--- config.mk ---
export PLATFORM = sky130hd
export DESIGN_NAME = scan_loader
export DESIGN_NICKNAME = d
export VERILOG_FILES = /design/src/rtl/scan_loader.sv
export SDC_FILE = /design/constraint.sdc
export NUM_CORES = 1
export LEC_CHECK = 0
export BUFFER_PORTS_ARGS = -buffer_cell sky130_fd_sc_hd__buf_2
export CAP_MARGIN = 20
export CORE_AREA = 3 3 76 78
export CTS_BUF_LIST = sky130_fd_sc_hd__clkbuf_4 sky130_fd_sc_hd__clkbuf_8
export DETAILED_ROUTE_END_ITERATION = 12
export DIE_AREA = 0 0 79 81
export GPL_ROUTABILITY_DRIVEN = 0
export PLACE_DENSITY = 0.62
export SKIP_CTS_REPAIR_TIMING = 1
export SKIP_LAST_GASP = 1
export SYNTH_ARGS = -nofsm -noshare
export SYNTH_HDL_FRONTEND = slang
export SYNTH_SLANG_ARGS = --single-unit
--- constraint.sdc ---
create_clock -name clk_i -period 2.2 [get_ports clk_i]
set_input_delay 0.22 -clock clk_i [delete_from_list [all_inputs] [get_ports clk_i]]
set_output_delay 0.22 -clock clk_i [all_outputs]
set_load 0.1 [all_outputs]
--- src/rtl/scan_loader.sv ---
// Scan-chain configuration loader: host words are shifted LSB-first into a serial
// chain while the previous chain contents are captured and returned as readback words.
module scan_loader #(
  parameter int CHAIN_LEN = 64,
  parameter int DW        = 8
) (
  input  logic          clk_i,
  input  logic          rst_n_i,
  input  logic          start_i,
  input  logic          abort_i,
  input  logic [DW-1:0] din_i,
  input  logic          din_valid_i,
  output logic          din_ready_o,
  output logic          scan_ce_o,
  output logic          scan_sin_o,
  input  logic          scan_sout_i,
  output logic          busy_o,
  output logic          done_o,
  output logic [DW-1:0] rb_data_o,
  output logic          rb_valid_o
);

  localparam int CW = $clog2(CHAIN_LEN + 1);
  localparam int IW = (DW > 1) ? $clog2(DW) : 1;
  localparam logic [CW-1:0] LAST_BIT = CW'(CHAIN_LEN - 1);
  localparam logic [IW-1:0] LAST_IDX = IW'(DW - 1);

  typedef enum logic [1:0] {
    ST_IDLE,
    ST_WAIT,
    ST_SHIFT,
    ST_FINISH
  } state_t;

  state_t          state_q;
  logic [CW-1:0]   bits_q;
  logic [IW-1:0]   idx_q;
  logic [IW-1:0]   idx_d;
  logic [DW-1:0]   word_q;
  logic [DW-1:0]   acc_q;
  logic [DW-1:0]   acc_d;
  logic            din_ready_q;
  logic            scan_ce_q;
  logic            scan_sin_q;
  logic            busy_q;
  logic            done_q;
  logic [DW-1:0]   rb_data_q;
  logic            rb_valid_q;
  logic            word_last;
  logic            chain_last;

  // The accumulator is cleared at every word start, so bits above idx_q are
  // already 0 and a short final word reads back zero-padded.
  always_comb begin
    acc_d        = acc_q;
    acc_d[idx_q] = scan_sout_i;
    idx_d        = idx_q + IW'(1);
    chain_last   = (bits_q == LAST_BIT);
    word_last    = (idx_q == LAST_IDX) || chain_last;
  end

  always_ff @(posedge clk_i) begin
    if (!rst_n_i) begin
      state_q     <= ST_IDLE;
      bits_q      <= '0;
      idx_q       <= '0;
      word_q      <= '0;
      acc_q       <= '0;
      din_ready_q <= 1'b0;
      scan_ce_q   <= 1'b0;
      scan_sin_q  <= 1'b0;
      busy_q      <= 1'b0;
      done_q      <= 1'b0;
      rb_data_q   <= '0;
      rb_valid_q  <= 1'b0;
    end else begin
      din_ready_q <= 1'b0;
      scan_ce_q   <= 1'b0;
      scan_sin_q  <= 1'b0;
      done_q      <= 1'b0;
      rb_valid_q  <= 1'b0;

      // The chain shifts on every edge where scan_ce was high, abort edge included.
      if (scan_ce_q) begin
        acc_q  <= acc_d;
        bits_q <= bits_q + CW'(1);
        idx_q  <= idx_d;
      end

      case (state_q)
        ST_IDLE: begin
          busy_q <= 1'b0;
          if (start_i && !abort_i) begin
            state_q     <= ST_WAIT;
            bits_q      <= '0;
            acc_q       <= '0;
            busy_q      <= 1'b1;
            din_ready_q <= 1'b1;
          end
        end
        ST_WAIT: begin
          if (abort_i) begin
            state_q <= ST_IDLE;
            busy_q  <= 1'b0;
          end else if (din_valid_i && din_ready_q) begin
            word_q     <= din_i;
            idx_q      <= '0;
            acc_q      <= '0;
            state_q    <= ST_SHIFT;
            scan_ce_q  <= 1'b1;
            scan_sin_q <= din_i[0];
          end else begin
            din_ready_q <= 1'b1;
          end
        end
        ST_SHIFT: begin
          if (abort_i) begin
            state_q <= ST_IDLE;
            busy_q  <= 1'b0;
          end else if (word_last) begin
            rb_valid_q <= 1'b1;
            rb_data_q  <= acc_d;
            if (chain_last) begin
              state_q <= ST_FINISH;
              done_q  <= 1'b1;
            end else begin
              state_q     <= ST_WAIT;
              din_ready_q <= 1'b1;
            end
          end else begin
            scan_ce_q  <= 1'b1;
            scan_sin_q <= word_q[idx_d];
          end
        end
        default: begin
          state_q <= ST_IDLE;
          busy_q  <= 1'b0;
        end
      endcase
    end
  end

  assign din_ready_o = din_ready_q;
  assign scan_ce_o   = scan_ce_q;
  assign scan_sin_o  = scan_sin_q;
  assign busy_o      = busy_q;
  assign done_o      = done_q;
  assign rb_data_o   = rb_data_q;
  assign rb_valid_o  = rb_valid_q;

endmodule

==> metrics.txt <==
status=completed; Worst-Margin Slew=522 ps; Die Y=81 um; grt ovf=0; vias in the first global route=1,405; Cells after Synth=215; CP max stage cell=o21bai_2; antenna-violating nets left=0; hold crit path type=in2reg; Startpoint Class=flop; via count=1,519; clk root buf=clkbuf_8; Diodes inserted=0; CTS tree=done; Data arrival, critical path=2050 ps; Slew Limit Headroom=0.650; YS warnings=0; Yosys top cell area share=0.409; CTS Buffer Depth=2; Clock transition at path regs=80 ps; Critical Path End Type=flop; starting density of the core=0.400; Synth cell types=43; Post-synth ARST share=0; CTS H-tree depth=2; VDD IR max=432 uV; final wirelength=3940 um; period utilization=0.819; io pins=28; Total Routing Usage GR=0.135; syn nets=236; Crit Path Category=reg2reg; Fmax achieved=0.555 GHz; global-route wire length before repair=6750 um; number of synthesized register bits=42; Setup TNS Final=0 ps; critical path required time=2450 ps; Crit Reg-Reg Startpoint=bits_q[0]; Max Cap Viol=0; DR pass1 iterations=4; die width=79 um; Worst Path Max Fanout=12; CP max stage delay=450 ps; vias per cell=4.92; final max-slew violation count=0; top cells by area, synth=dfxtp_1 41%, mux2i_1 7.3%, nand2_1 5.3%; pwr dens=699 mW/mm^2; Tmin final=1800 ps; EDFF count, synth=0; dominant synthesized flop cell=dfxtp_1; dpl hpwl=2910 um; Worst-Skew Late Latency=300 ps; post-synthesis cell area=0.00206 mm^2; crit-path cells=ha_1 -> nand4b_2 -> o21bai_2 -> and2_1 -> o211a_1; Hold Vio Cnt, Final=0; largest net degree at the start of global routing=29; share of cells above drive strength 1=0.247; DR iter-0 viols=53; nets@finish=259; Post-route DRC=0; skew final=5.52 ps; total core area=0.00514 mm^2; Synth top cells by count=42 x dfxtp_1, 29 x nand2_1, 20 x nor2_1, 15 x mux2i_1, 10 x nand3_1; Setup violations, final=0; cell with the most instances after synthesis=dfxtp_1; sequential area share after synthesis=0.409; DIE AREA=0.00640 mm^2; # port buffers=27; TritonCTS Sinks=42; Synth area leader=dfxtp_1; Post-Syn Area per Cell=9.57 um^2; RSZ-0062 raised after global routing=no; Post-Route Utilization=0.450; row cnt=26; cts bufs inserted=5; area delta synth->final=12.5%; CP Launch Point=bits_q[0]; start point of the worst hold path=din_i[3]; initial antenna violation count=0; WL/cell=12.8 um; Static Leak=1.01 nW
-- cells in the final DEF, fill, tap and decap left out, types with 2 or more instances in the layout --
cell type and instances:
ha_1 7, dfxtp_1 42, mux2i_1 15, nor2_1 20
o21ai_0 4, a21boi_0 4, inv_1 6, nor3b_1 3
nand3_1 10, o211a_1 8, a21oi_1 5, clkbuf_8 5
a21boi_1 4, o21ai_1 2, nand3b_1 3, buf_2 27
buf_4 4, and2_1 2, nor3b_2 3, or3_1 2
a211oi_2 8, xnor2_1 2, nand2_1 29, xor2_1 3
nand4_1 2
-- final cells by class --
class | instances | area, um^2
fillers | 535 | 2830
clock buffers | 5 | 68.8
clock inverters | 3 | 21.3
repair buffers | 31 | 165
flip-flops and latches | 42 | 841
inverters | 6 | 22.5
multi-input cells | 152 | 1110
well taps | 70 | 87.6
-- per-layer routing --
| metal | vias up | share of wire | global-route usage |
|---|---|---|---|
| met2 | 23 | 0.47 | 0.221 |
| met5 | - | 0 | 0 |
| li1 | 793 | - | - |
| met1 | 697 | 0.48 | 0.170 |
| met3 | 6 | 0.040 | 0.0410 |
| met4 | 0 | 0.014 | 0.0464 |
-- through the flow --
stage | worst slack, ps | instances | area [um^2] | total power, mW | hold slack [ps]
global placement | 457 | 301 | 2220 | 1.14 | 445
floorplan | 361 | 215 | 2060 | 1.08 | 355
global route | 246 | 309 | 2310 | 1.72 | 149
CTS | 402 | 309 | 2310 | 1.64 | 142
finish | 397 | 309 | 2310 | 1.62 | 154
detailed placement | 423 | 301 | 2220 | 1.14 | 452
-- worst paths after layout --
path,endpoint,slack (ps),cells past startpoint
worst min-delay path,word_q[3],150,3
worst min register to register,word_q[0],460,2
worst max register to register,rb_data_o[6],400,5
worst max-delay path,rb_data_o[6],400,5
-- critical path, delay by kind of cell, from the launching register on --
kind	cells	cell delay (ps)
DFF	1	380
and+or+nand+nor	2	540
AOI/OAI and AO/OA	2	630
adders and majority gates	1	220
-- cell families after synthesis --
group                      synth area share
xor gates and xnor gates             0.0213
AOI/OAI and AO/OA                     0.183
muxes                                0.0839
and+or+nand+nor                       0.207
buffers and inverters                0.0529
adders and majority gates            0.0426
DFF                                   0.409
-- flip-flops by register name, summed over array words and instances (netlist names) --
signal / flops
acc_q: 8
bits_q: 7
busy_o: 1
din_ready_o: 1
done_o: 1
idx_q: 3
rb_data_o: 8
rb_valid_o: 1
scan_ce_o: 1
scan_sin_o: 1
state_q: 2
word_q: 8
-- where the power goes --
group          total, mW  internal (mW)  switching, mW  leakage, nW
registers          0.797          0.780         0.0175        0.339
clock network      0.500          0.223          0.277       0.0441
logic              0.321          0.114          0.207        0.631
total               1.62           1.12          0.502         1.01
Note: power is estimated with default switching activity, not from simulation.
